==> src/rtl/noaa_sample_feeder.sv <==
// noaa_sample_feeder
// Buffers raw sensor readings and feeds one full window of them to the NOAA
// averaging module. It then steps MODE to read back the window mean and the
// iterated std-dev, and holds both results on a valid/ready port until they
// are taken.
module noaa_sample_feeder #(
    parameter int WIDTH       = 12,
    parameter int WINDOW      = 8,
    parameter int FIFO_DEPTH  = 16,
    parameter int SETTLE      = 1,
    parameter int SIGMA_ITERS = 4
) (
    input  logic             CLK,
    input  logic             RESET,
    input  logic             WR_VALID,
    input  logic [WIDTH-1:0] WR_DATA,
    output logic             WR_READY,
    output logic             NOAA_RESET,
    input  logic             SAMPLE,
    output logic [WIDTH-1:0] TN,
    output logic             MODE,
    input  logic [WIDTH-1:0] AVG_SD,
    input  logic             DONE,
    output logic             RES_VALID,
    output logic [WIDTH-1:0] RES_MEAN,
    output logic [WIDTH-1:0] RES_SD,
    input  logic             RES_READY
);

    localparam int AW = $clog2(FIFO_DEPTH);
    localparam int PW = 8;  // phase counter width, covers WINDOW, SETTLE and SIGMA_ITERS

    typedef enum logic [2:0] {
        S_CLEAR,
        S_WAIT,
        S_STREAM,
        S_HOLD,
        S_MEAN,
        S_SIGMA,
        S_REPORT
    } state_t;

    state_t           state_q, state_d;
    logic [PW-1:0]    phase_q, phase_d;
    logic [WIDTH-1:0] mem [FIFO_DEPTH];
    logic [AW-1:0]    wr_ptr, rd_ptr;
    logic [AW:0]      count;
    logic             push, pop, cap_mean, cap_sd, res_ack;
    logic             unused_done;

    // Sequencing uses cycle counts, so the NOAA done flag is not needed.
    assign unused_done = DONE;

    // Readiness comes from the registered count. When the FIFO is full, a pop in
    // the same cycle does not free the slot until the next cycle.
    assign WR_READY   = !RESET && (count < (AW+1)'(FIFO_DEPTH));
    assign push       = WR_VALID && WR_READY;
    assign NOAA_RESET = RESET || (state_q == S_CLEAR);
    assign MODE       = !RESET && (state_q == S_SIGMA);

    // Store accepted readings in the buffer.
    // NOTE: the storage array has no reset; it is only read at entries the pointers
    // have marked valid, so clearing it would cost a reset path on every cell for nothing.
    always_ff @(posedge CLK) begin
        if (push) begin
            mem[wr_ptr] <= WR_DATA;
        end
    end

    // Track the buffer pointers and occupancy. A reset discards all buffered readings.
    // NOTE: sequential state uses non-blocking assignments so every register samples
    // the values from before the edge, whatever order the blocks evaluate in.
    always_ff @(posedge CLK) begin
        if (RESET) begin
            wr_ptr <= '0;
            rd_ptr <= '0;
            count  <= '0;
        end else begin
            if (push) wr_ptr <= wr_ptr + 1'b1;
            if (pop)  rd_ptr <= rd_ptr + 1'b1;
            case ({push, pop})
                2'b10:   count <= count + 1'b1;
                2'b01:   count <= count - 1'b1;
                default: count <= count;
            endcase
        end
    end

    // Register the state and the phase counter for the current state.
    always_ff @(posedge CLK) begin
        if (RESET) begin
            state_q <= S_CLEAR;
            phase_q <= '0;
        end else begin
            state_q <= state_d;
            phase_q <= phase_d;
        end
    end

    // Next-state decode: window sequencing plus the pop and capture strobes.
    // NOTE: every signal this block writes gets a default first, so no path can
    // leave one unassigned and infer a latch.
    always_comb begin
        state_d  = state_q;
        pop      = 1'b0;
        cap_mean = 1'b0;
        cap_sd   = 1'b0;
        res_ack  = 1'b0;
        case (state_q)
            S_CLEAR: state_d = S_WAIT;
            S_WAIT: begin
                // NOAA samples every cycle once started, so only start a full window.
                if (SAMPLE && (count >= (AW+1)'(WINDOW))) state_d = S_STREAM;
            end
            S_STREAM: begin
                pop = 1'b1;
                if (phase_q == PW'(WINDOW - 1)) state_d = S_HOLD;
            end
            S_HOLD: state_d = S_MEAN;
            S_MEAN: begin
                if (phase_q == PW'(SETTLE - 1)) begin
                    cap_mean = 1'b1;
                    state_d  = S_SIGMA;
                end
            end
            S_SIGMA: begin
                if (phase_q == PW'(SIGMA_ITERS - 1)) begin
                    cap_sd  = 1'b1;
                    state_d = S_REPORT;
                end
            end
            S_REPORT: begin
                if (RES_READY) begin
                    res_ack = 1'b1;
                    state_d = S_CLEAR;
                end
            end
            default: state_d = S_CLEAR;
        endcase
        phase_d = (state_d != state_q) ? '0 : phase_q + 1'b1;
    end

    // Present the popped reading to NOAA. TN keeps the last value between windows.
    always_ff @(posedge CLK) begin
        if (RESET) begin
            TN <= '0;
        end else if (pop) begin
            TN <= mem[rd_ptr];
        end
    end

    // Capture the mean and std-dev, and handle the result handshake.
    always_ff @(posedge CLK) begin
        if (RESET) begin
            RES_VALID <= 1'b0;
            RES_MEAN  <= '0;
            RES_SD    <= '0;
        end else begin
            if (cap_mean) RES_MEAN <= AVG_SD;
            if (cap_sd) begin
                RES_SD    <= AVG_SD;
                RES_VALID <= 1'b1;
            end else if (res_ack) begin
                RES_VALID <= 1'b0;
            end
        end
    end

endmodule

==> config.mk <==
export PLATFORM = sky130hd
export DESIGN_NAME = noaa_sample_feeder
export DESIGN_NICKNAME = d
export VERILOG_FILES = /design/src/rtl/noaa_sample_feeder.sv
export SDC_FILE = /design/constraint.sdc
export NUM_CORES = 1
export LEC_CHECK = 0
export CORE_AREA = 3 3 139 141
export CTS_CLUSTER_DIAMETER = 50
export DETAILED_ROUTE_END_ITERATION = 10
export DIE_AREA = 0 0 142 144
export PLACE_DENSITY = 0.73
export SYNTH_ARGS = -nofsm -noshare
export SYNTH_HDL_FRONTEND = slang
export SYNTH_SLANG_ARGS = --single-unit
==> constraint.sdc <==
create_clock -name CLK -period 6 [get_ports CLK]
set_clock_uncertainty 0.1 [all_clocks]
set_input_delay 1.2 -clock CLK [delete_from_list [all_inputs] [get_ports CLK]]
set_output_delay 1.2 -clock CLK [all_outputs]
set_load 0.02 [all_outputs]
# After elaboration in Yosys (flattened, before gate mapping)
# Memory sizes are Yosys's and may differ from the RTL's. A register that Yosys moved wholly into a read port is not among the register bits.
# Cells that the tools add are included.
totals:
  reg_bits: 49
  latch_bits: 0
  ramBits: 192
  rom_bits: 0
  in_bits: 30
  output_inout_bits: 40
  word_cells: 56
  n_memories: 1
op_classes:
  n_addsub: 5
  mul: 0
  div_mod_pow: 0
  magnitude_cmp: 2
  eq_ne: 11
  shifts: 0
  muxes: 18
  bitwise_logic: 0
  n_reduce_logical: 11
memory_table:
  columns: ["memory", "depth", "word_bits", "read_ports", "rd_clocked_by_memory_dff", "wr", "line_no", "rtl"]
  rows:
  - ["mem", 16, 12, 1, 1, 1, "45", "logic [WIDTH-1:0] mem [FIFO_DEPTH];"]
ops:
  columns: ["cell", "count"]
  rows:
  - ["case mux 3 bit (7 select lines)", 1]
  - ["2-to-1 mux 3 bit", 5]
  - ["2-to-1 mux 1 bit", 11]
  - ["case mux 5 bit (2 select lines)", 1]
  - ["equality test 3 bit, second input constant", 3]
  - ["adder 4 x 1 -> 4 bit, second input constant", 2]
  - ["adder 8 x 1 -> 8 bit, second input constant", 1]
  - ["equality test 8 x 2 -> 1 bit, second input constant", 1]
  - ["equality test 8 x 3 -> 1 bit, second input constant", 1]
  - ["zero test 8 bit", 1]
  - ["equality test 3 x 2 -> 1 bit, second input constant", 2]
  - ["adder 5 x 1 -> 5 bit, second input constant", 1]
  - [">= comparator 5 x 4 -> 1 bit, second input constant", 1]
  - ["< comparator 5 bit, second input constant", 1]
  - ["subtractor 5 x 1 -> 5 bit, second input constant", 1]
  - ["logical AND 1 bit", 4]
  - ["nonzero test 2 bit", 2]
  - ["equality test 3 x 1 -> 1 bit, second input constant", 1]
  - ["zero test 3 bit", 1]
  - ["!= test 3 bit", 1]
  - ["equality test 2 x 1 -> 1 bit, second input constant", 1]
  - ["equality test 2 bit, second input constant", 1]
  - ["OR reduction 2 bit", 1]
  - ["zero test 1 bit", 1]
  - ["logical OR 1 bit", 1]

# Logic depth before layout (Yosys ltp)
# Gate-level depths: netlist of run 1.
logic_depth:
  ltp_word: 6
  mapped_depth: 12

# Worst setup path before layout of run 1
# OpenSTA, ideal clock, no wires.
synth_timing:
  path_type: "in2reg"
  start: "input port RESET"
  end: "register count[4]"
  setup_time_ps: 121
  arrival_time_ps: 3587
  t_required_ps: 5779
  path_slack_ps: 2193
  cell_stages: 11
  path_buffers: 1
  path_cell_list: "nor2_1 and2_1 clkbuf_1 inv_1 ha_1 ha_1 nor2b_1 o21ai_0 a21oi_1 or3b_1 mux2_2"
synth_via:
  elab_chain_len: 5
synth_rtl:
  columns: ["element", "line_no", "rtl"]
  rows:
  - ["start: declaration", "14", "input logic RESET,"]
  - ["zero test 1 bit", "56", "assign WR_READY = !RESET && (count < (AW+1)'(FIFO_DEPTH));"]
  - ["logical AND 1 bit", "56", null]
  - ["logical AND 1 bit", "57", "assign push = WR_VALID && WR_READY;"]
  - ["equality test 2 x 1 -> 1 bit / equality test 2 bit (equally long branches)", "81", "case ({push, pop})"]
  - ["case mux 5 bit (2 select lines) / nonzero test 2 bit (equally long branches)", null, null]
  - ["end signal: assignment", "82", "2'b10: count <= count + 1'b1;"]
  - ["end signal: assignment", "83", "2'b01: count <= count - 1'b1;"]
  - ["end signal: assignment", "84", "default: count <= count;"]
  - ["end: declaration", "47", "logic [AW:0] count;"]
# Several ways; a longest one is shown, not always the timed one.
# A chain may end at the register's enable or synchronous reset.

# Worst setup path in the final report of run 1
layout_timing:
  start: "input port RESET"
  end: "output port NOAA_RESET"
layout_via:
  elab_chain_len: 1
layout_rtl:
  columns: ["element", "line_no", "rtl"]
  rows:
  - ["logical OR 1 bit", "58", "assign NOAA_RESET = RESET || (state_q == S_CLEAR);"]
  - ["end: declaration", "18", "output logic NOAA_RESET,"]
# No other way between the ends.

==> results of run 1 <==
-- critical path, stage by stage --
cell	delay (ps)
clkdlybuf4s50_1	480
buf_4	440
a31o_2	190
clkdlybuf4s50_1	600
-- state kept, by name (all words and copies together) (netlist names), 3 cells and up --
register and flops:
count 5, mem 192, RES_SD 12, rd_ptr 4
phase_q 8, wr_ptr 4, TN 12, RES_MEAN 12
state_q 3
-- Yosys cell counts (2+ instances only) --
library cell	number
a21oi_1	44
a22o_1	11
and2_1	2
and3_1	3
buf_1	4
buf_2	10
clkbuf_1	20
dfxtp_1	61
edfxtp_1	192
ha_1	11
inv_1	13
mux2i_1	15
mux4_2	47
nand2_1	59
nand2b_1	4
nand3_1	8
nand4_1	3
nand4b_1	2
nor2_1	41
nor2b_1	5
nor3_1	6
nor3_2	3
nor3b_1	2
o21ai_0	7
o21ai_1	11
o31ai_1	3
xnor2_1	3
xor2_1	10
-- metal layers --
metal | track usage [%] | vias up
met2 | 32.8 | 186
met3 | 3.04 | 41
met1 | 25.9 | 2715
met4 | 5.81 | 0
met5 | 0 | -
li1 | - | 2493
-- area by class of cell --
type / instances / area [µm²]
multi-input cells: 319 / 2730
repair buffers: 74 / 726
fillers: 1254 / 6460
clock buffers: 34 / 742
clock inverters: 14 / 101
well taps: 229 / 287
inverters: 13 / 48.8
flip-flops and latches: 253 / 6990
-- worst max-delay path by stage --
stage | start | end | slack, ps | depth (start not counted)
after floorplan | RESET | count[4]$_SDFFE_PP0P_ | 2190 | 11
after global placement | RESET | NOAA_RESET | 1830 | 4
after detailed placement | RESET | NOAA_RESET | 1800 | 4
after CTS | RESET | NOAA_RESET | 1780 | 4
after global routing | RESET | NOAA_RESET | 1710 | 4
final | RESET | NOAA_RESET | 1780 | 4
-- kinds of logic after synthesis --
logic type,count (synthesis)
AND/OR/NAND/NOR,146
multiplexers,63
AO/OA/AOI/OAI,85
XOR/XNOR,13
buffers and inverters,49
flip-flops,253
adder cells (fa/ha/maj),12
-- where the power goes --
group | total [mW] | switching [mW] | internal [mW] | leakage [nW]
combinational | 0.0814 | 0.0500 | 0.0315 | 1.05
clock | 1.54 | 0.628 | 0.912 | 0.408
sequential | 1.90 | 0.00645 | 1.89 | 2.22
total | 3.52 | 0.685 | 2.84 | 3.68
-- stage by stage --
| step | total power, mW | instance area [µm²] |
|---|---|---|
| after floorplan | 1.97 | 9900 |
| after global routing | 3.63 | 11600 |
| after global placement | 2.01 | 10800 |
| after CTS | 3.55 | 11600 |
| after detailed placement | 2.02 | 10800 |
| final | 3.52 | 11600 |
==> impl_metrics.yaml, run 1 <==
place:
  dp.final_hpwl_um: 12000
  dp_worst_setup_slack_ps: 1800
  cell_count_after_placement: 888
  gp_congestion: 0.866
  port-buffer-count: 68
layout:
  finished_layout_cells: 936
  finalNetCount: 729
  final_util_pct: 64.3
  layout_common_cells: "edfxtp_1, clkdlybuf4s50_1, dfxtp_1, nand2_1, mux4_2"
  insertedDiodeCount: 0
  mostFrequentLayoutCell: "edfxtp_1"
  drive_above_1_share_pct: 15.6
  syn_to_final_growth_pct: 17.4
synth:
  synthesis.nets: 663
  synth_top_cell_by_area: "edfxtp_1"
  yosysSeqAreaShare_pct: 70.6
  async_set_or_reset_register_ratio_after_synthesis_pct: 0
  multiplexer_share_of_the_synthesized_area_pct: 12.3
  postSynth.topFlopCell: "edfxtp_1"
  avgSynthCellArea_um2: 15.9
  yosys.area_share.simple_pct: 7.08
  yosys_warnings: 0
  synth_cell_type_count: 49
  netlist_instances: 621
  ys_top_cells_by_area: "edfxtp_1, dfxtp_1, mux4_2"
  synth-adder-area-share_pct: 1.59
  synth-edff-count: 192
  synth_compound_area_share_pct: 5.19
  synthesis.area_um2: 9900
  yosys_register_bits: 253
  synthDominantCellAreaShare_pct: 58.2
  synth_xor_xnor_area_share_pct: 1.15
  largest_family_of_logic_cells_by_synthesized_area: "multiplexers"
critical_path:
  r2r.worst_path.cells: 9
  setup.worst_path.end_class: "primary output"
  critPathLaunchType: "primary input"
  worstSetupPathType: "primary input to primary output"
  worstPathRequired_ps: 4700
  regToRegEndpoint: "count[4]$_SDFFE_PP0P_"
  crit-reg2reg-launch: "state_q[1]$_SDFF_PP0_"
  timing.reg2reg.setup_slack_ps: 2710
  arrival_ps: 2920
  timing.critical_path.fanout_max: 49
power:
  vdd_ir_drop_max_mv: 0.249
  p_per_area_nw_per_um2: 303
  leakagePower_nw: 3.68
sta:
  finalCriticalPeriod_ps: 4220
  final-max-slew-violation-count: 0
  worst_slack_ps: 1780
  timing.final.hold_violations: 0
  fin_crit_sh_pct: 70.4
  maxSlewHeadroom_pct: 15.3
  setup-tns-final_ps: 0
  timing_worst_slew_pin_value_ps: 1270
  grt_setup_unrepaired: "false"
  whs_ps: 356
  fmaxAchievable_mhz: 237
  setup_violation_total_in_the_final_timing_report: 0
clock_network:
  number_of_instances_resized_during_post_cts_repair: 0
  clock_input_transition_at_the_sequential_cells_of_the_worst_setup_and_hold_paths_ps: 60
  tritoncts: "yes"
  clock_tree_root_driver_cell: "clkbuf_16"
  cts_made_buffers: 26
  cts-hold-fix-buffers: 0
  cts.repair_timing.setup_buffer_count: 0
  cts.path.max_buffers: 3
  cts-htree-levels: 1
  clk_latency_worst_skew_pair_ps: 520
  cts.sinks: 253
flow_run:
  max-cap-violations: 0
route:
  wl_per_cell_um: 20.5
  detailed_routing_wirelength_on_met1_um: 7810
  drt-vias-per-instance: 5.81
  dr_wl_met3_um: 1170
  drc_violations_left: 0
  drtIter0Drc: 339
  drt-total-wl_um: 19200
  met2_length_um: 9680
  first_pass_iters: 4
  detail-route-antenna-nets: 0
  top_signal_layer_used: "met4"
  vias: 5435
min_path:
  worstHoldStart: "RES_SD[1]$_SDFFE_PP0P_"
  hold_path.class: "flip-flop to flip-flop"
  min_path_cells: 2
  holdPathEnd: "RES_SD[1]$_SDFFE_PP0P_"
global_route:
  vias_in_the_first_global_route: 5653
  pin_count_of_the_biggest_net_entering_global_routing: 53
  gr-total-overflow: 0
  grtUsageTotal_pct: 19.2
  grt_antenna_before_repair: 0
  grt_pass1_wl_um: 30500
die:
  effective_utilization_at_floorplan_pct: 54.7
  num_io_pins: 70
  area_of_the_die_um2: 20400
  fp.coreArea_um2: 18100
  fp.dieW_um: 142
  dieHeight_um: 144
  rows: 49
status:
  run_status: "finished clean"
Note: power is estimated with default switching activity, not from simulation.
==> run 2, diff against run 1 <==
==> constraint.sdc (replaced) <==
create_clock -name CLK -period 4.2 [get_ports CLK]
set_clock_uncertainty 0.1 [all_clocks]
set_input_delay 0.84 -clock CLK [delete_from_list [all_inputs] [get_ports CLK]]
set_output_delay 0.84 -clock CLK [all_outputs]
set_load 0.02 [all_outputs]
==> impl_metrics.yaml, run 2 (synthesized netlist as in run 1, its figures left out) <==
power:
  leakagePower_nw: 3.83
  vdd_ir_drop_max_mv: 0.364
  p_per_area_nw_per_um2: 443
  sequentialPowerShare_pct: 51.7
  total_power_mw: 5.25
  swShare_pct: 19.9
  power_frac_comb_pct: 2.2
  switchingPower_mw: 1.04
  power.share.clock_pct: 46.0
  internal_power_mw: 4.20
route:
  drc_violations_left: 0
  drtIter0Drc: 442
  drt-vias-per-instance: 5.91
  detail-route-antenna-nets: 0
  vias: 5668
  wl_per_cell_um: 21.2
  first_pass_iters: 5
  drt-total-wl_um: 20300
layout:
  syn_to_final_growth_pct: 19.8
  top_register: "mem"
  mostFrequentLayoutCell: "edfxtp_1"
  final_design_area_no_fill_um2: 11900
  largest_register_ffs: 192
  finalNetCount: 751
  insertedDiodeCount: 0
  drive_above_1_share_pct: 17.8
  layout_common_cells: "edfxtp_1, clkdlybuf4s50_1, dfxtp_1, nand2_1, mux4_2"
global_route:
  grt_pass1_wl_um: 31300
  pin_count_of_the_biggest_net_entering_global_routing: 53
  vias_in_the_first_global_route: 5666
  grtUsageTotal_pct: 19.7
  grt_antenna_before_repair: 0
  gr-total-overflow: 0
critical_path:
  cpLargestDelayFamily: "buffers and inverters"
  timing.critical_path.fanout_max: 44
  worstSetupPathType: "primary input to primary output"
  setup.worst_path.end_class: "primary output"
  worstPathRequired_ps: 3260
  critPathLaunchType: "primary input"
  crit_top_cell: "clkdlybuf4s50_1"
  crit_path_cell_trace: "clkdlybuf4s50_1 > buf_4 > a31o_2 > clkdlybuf4s50_1"
  timing.reg2reg.setup_slack_ps: 1310
  number_of_buffers_and_inverters_on_the_critical_path: 3
  cp_slowest_cell: "clkdlybuf4s50_1"
  timing.critical_path.slowest_cell_delay_ps: 620
  arrival_ps: 2700
sta:
  fin_crit_sh_pct: 86.7
  whs_ps: 352
  maxSlewHeadroom_pct: 25.0
  setup-tns-final_ps: 0
  finalCriticalPeriod_ps: 3640
  setup_violation_total_in_the_final_timing_report: 0
  timing.final.hold_violations: 0
  fmaxAchievable_mhz: 275
  final-max-slew-violation-count: 0
  timing_worst_slew_pin_value_ps: 1120
  grt_setup_unrepaired: "false"
clock_network:
  cts-htree-levels: 1
  clock_input_transition_at_the_sequential_cells_of_the_worst_setup_and_hold_paths_ps: 60
  cts_made_buffers: 28
  cts.path.max_buffers: 3
  cts.repair_timing.setup_buffer_count: 0
  clk_latency_worst_skew_pair_ps: 530
  tritoncts: "yes"
  number_of_instances_resized_during_post_cts_repair: 0
  cts-hold-fix-buffers: 0
  clock_tree_root_driver_cell: "clkbuf_16"
  cts.sinks: 253
die:
  dieHeight_um: 144
  rows: 49
  effective_utilization_at_floorplan_pct: 54.7
  area_of_the_die_um2: 20400
  fp.dieW_um: 142
  num_io_pins: 70
  fp.coreArea_um2: 18100
min_path:
  hold_path.class: "flip-flop to flip-flop"
place:
  dp.final_hpwl_um: 12900
  port-buffer-count: 68
  gp_congestion: 0.892
  placed_area_um2: 10900
status:
  run_status: "finished clean"
flow_run:
  max-cap-violations: 0
## run 2: cell types whose count changed in the layout (fill, tap and decap cells not counted), moves of 2 or more
cell	change
clkinv_1	+3
clkbuf_16	+2
clkinv_2	-4
bufinv_16	+2
clkbuf_8	-4
inv_6	+3
buf_4	+20
## run 2: metal layers
metal | vias up | share of wire [%] | GRT usage (%)
met5 | - | 0 | 0
met4 | 0 | 2.3 | 5.61
met3 | 43 | 6.8 | 3.08
met2 | 229 | 50 | 33.7
met1 | 2856 | 41 | 26.6
li1 | 2540 | - | -
## run 2: worst paths after layout
| kind | depth (start not counted) | start | to |
|---|---|---|---|
| setup / recovery | 4 | RESET | NOAA_RESET |
| hold reg to reg | 2 | RES_MEAN[10]$_SDFFE_PP0P_ | RES_MEAN[10]$_SDFFE_PP0P_ |
| setup reg to reg | 9 | state_q[1]$_SDFF_PP0_ | count[4]$_SDFFE_PP0P_ |
| hold / removal | 2 | RES_MEAN[10]$_SDFFE_PP0P_ | RES_MEAN[10]$_SDFFE_PP0P_ |
## run 2: final cells by class
cell class | instances | area (µm²)
inverter | 13 | 48.8
sequential | 253 | 6990
timing repair buffer | 94 | 876
tap | 229 | 287
clock buffer | 32 | 737
fill | 1193 | 6230
multi-input combinational | 319 | 2730
clock inverter | 19 | 191
## run 2: worst register-to-register path: cells and delay by family (launching register included)
family	cells	cell delay [ps]
muxes	1	280
AOI/OAI and AO/OA	1	130
adders and majority gates	2	680
buffers and inverters	1	100
DFF	1	530
and+or+nand+nor	4	950
## run 2: metrics by stage
stage               setup slack, ps  util (%)  instances
floorplan                       753         -        621
global placement                553      60.4        908
detailed placement              359      60.4        908
CTS                             558      65.6        959
global route                    467      65.6        959
finish                          559      65.6        959
## run 2: power by group through the flow
stage	clock (mW)	combinational, mW	sequential (mW)
floorplan	0	0.0462	2.76
global placement	0	0.110	2.77
detailed placement	0	0.116	2.77
CTS	2.46	0.117	2.71
global route	2.58	0.128	2.71
finish	2.42	0.117	2.71
==> run 3, diff against run 2 <==
--- a/config.mk
+++ b/config.mk
@@ -10,6 +10,8 @@
 export DETAILED_ROUTE_END_ITERATION = 10
 export DIE_AREA = 0 0 142 144
 export PLACE_DENSITY = 0.73
+export REMOVE_ABC_BUFFERS = 1
+export SLEW_MARGIN = 20
 export SYNTH_ARGS = -nofsm -noshare
 export SYNTH_HDL_FRONTEND = slang
 export SYNTH_SLANG_ARGS = --single-unit
==> impl_metrics.yaml, run 3 (synthesized netlist as in run 1, its figures left out) <==
status:
  run_status: "finished clean"
clock_network:
  clock_tree_root_driver_cell: "clkbuf_16"
  cts.repair_timing.setup_buffer_count: 0
  cts.sinks: 253
  clock_input_transition_at_the_sequential_cells_of_the_worst_setup_and_hold_paths_ps: 60
  tritoncts: "yes"
  cts_made_buffers: 26
  cts.path.max_buffers: 3
  number_of_instances_resized_during_post_cts_repair: 0
  cts-hold-fix-buffers: 0
  cts-htree-levels: 1
  clk_latency_worst_skew_pair_ps: 540
critical_path:
  critPathLaunchType: "flip-flop"
  timing.critical_path.slowest_cell_delay_ps: 610
  crit_path_cell_trace: "nor3b_2 > ha_1 > inv_1 > fa_1 > nor2b_1 > o21ai_0 > nand3_1 > or3b_1 > mux2_2"
  cp_slowest_cell: "nor3b_2"
  worstSetupPathType: "flip-flop to flip-flop"
  arrival_ps: 3530
  worstPathRequired_ps: 4510
  setup.worst_path.end_class: "flip-flop"
  timing.critical_path.fanout_max: 12
route:
  vias: 5602
  detail-route-antenna-nets: 0
  first_pass_iters: 5
  drtIter0Drc: 441
  drt-total-wl_um: 21000
  wl_per_cell_um: 22.1
  drt-vias-per-instance: 5.89
  drc_violations_left: 0
sta:
  fin_crit_sh_pct: 76.6
  timing_worst_slew_pin_value_ps: 884
  worst_slack_ps: 982
  fmaxAchievable_mhz: 311
  final-max-slew-violation-count: 0
  timing.final.hold_violations: 0
  grt_setup_unrepaired: "false"
  finalCriticalPeriod_ps: 3220
  setup_violation_total_in_the_final_timing_report: 0
  setup-tns-final_ps: 0
  maxSlewHeadroom_pct: 41.1
die:
  num_io_pins: 70
  fp.coreArea_um2: 18100
  rows: 49
  fp.dieW_um: 142
  area_of_the_die_um2: 20400
  dieHeight_um: 144
  effective_utilization_at_floorplan_pct: 54.7
place:
  gp_congestion: 0.820
  port-buffer-count: 68
  dp.final_hpwl_um: 12800
  dp_worst_setup_slack_ps: 569
layout:
  mostFrequentLayoutCell: "edfxtp_1"
  drive_above_1_share_pct: 17.2
  finalNetCount: 744
  nFillCells: 1206
  insertedDiodeCount: 0
  layout_common_cells: "edfxtp_1, clkdlybuf4s50_1, dfxtp_1, nand2_1, mux4_2"
  top_register: "mem"
  syn_to_final_growth_pct: 18.5
  largest_register_ffs: 192
flow_run:
  max-cap-violations: 0
global_route:
  vias_in_the_first_global_route: 5711
  grtUsageTotal_pct: 21.0
  pin_count_of_the_biggest_net_entering_global_routing: 53
  grt_antenna_before_repair: 0
  grt_pass1_wl_um: 32600
  gr-total-overflow: 0
min_path:
  hold_path.class: "flip-flop to flip-flop"
power:
  vdd_ir_drop_max_mv: 0.310
  leakagePower_nw: 3.76
  p_per_area_nw_per_um2: 428
## run 3: routing by layer
layer  GRT usage (%)  share of wire [%]  up-vias
li1                -                  -     2520
met1            27.3                 39     2810
met2            36.0                 51      236
met3            4.33                7.9       36
met4            6.16                2.3        0
met5               0                  0        -
## run 3: final cells by class
| cell class | count | area, µm² | area share [%] |
|---|---|---|---|
| inverter | 13 | 48.8 | 0.416 |
| sequential | 253 | 6990 | 59.6 |
| clock inverter | 10 | 91.3 | 0.779 |
| timing repair buffer | 89 | 846 | 7.21 |
| tap | 229 | 287 | 2.44 |
| clock buffer | 38 | 739 | 6.30 |
| multi-input combinational | 319 | 2730 | 23.3 |
## run 3: metrics by stage
stage / hold slack, ps / utilization (%) / cell area [µm²] / power [mW] / cells
6_report: 351 / 64.9 / 11700 / 5.03 / 951
5_1_grt: 366 / 64.9 / 11700 / 5.18 / 951
4_1_cts: 352 / 64.8 / 11700 / 5.07 / 950
3_5_place_dp: 343 / 60.2 / 10900 / 2.89 / 902
3_3_place_gp: 337 / 60.2 / 10900 / 2.88 / 902
2_1_floorplan: 348 / - / 9740 / 2.80 / 585
## run 3: final timing paths
check / from / to / slack, ps / cells past startpoint
worst min register to register: RES_MEAN[8]$_SDFFE_PP0P_ / RES_MEAN[8]$_SDFFE_PP0P_ / 350 / 2
worst max register to register: state_q[1]$_SDFF_PP0_ / count[4]$_SDFFE_PP0P_ / 980 / 9
worst min-delay path: RES_MEAN[8]$_SDFFE_PP0P_ / RES_MEAN[8]$_SDFFE_PP0P_ / 350 / 2
worst max-delay path: state_q[1]$_SDFF_PP0_ / count[4]$_SDFFE_PP0P_ / 980 / 9
## run 3: where the power goes
| part | switching (mW) | total [mW] | internal [mW] |
|---|---|---|---|
| logic | 0.0725 | 0.118 | 0.0457 |
| registers | 0.00911 | 2.71 | 2.71 |
| clock network | 0.908 | 2.19 | 1.29 |
| total | 0.990 | 5.03 | 4.04 |
## run 3: critical path: cells and delay by family (launching register included)
kind            cells  cell delay (ps)
compound gates      1              120
fa+ha+maj           2              750
buf+inv             1              100
flops               1              520
mux                 1              280
simple gates        4             1220
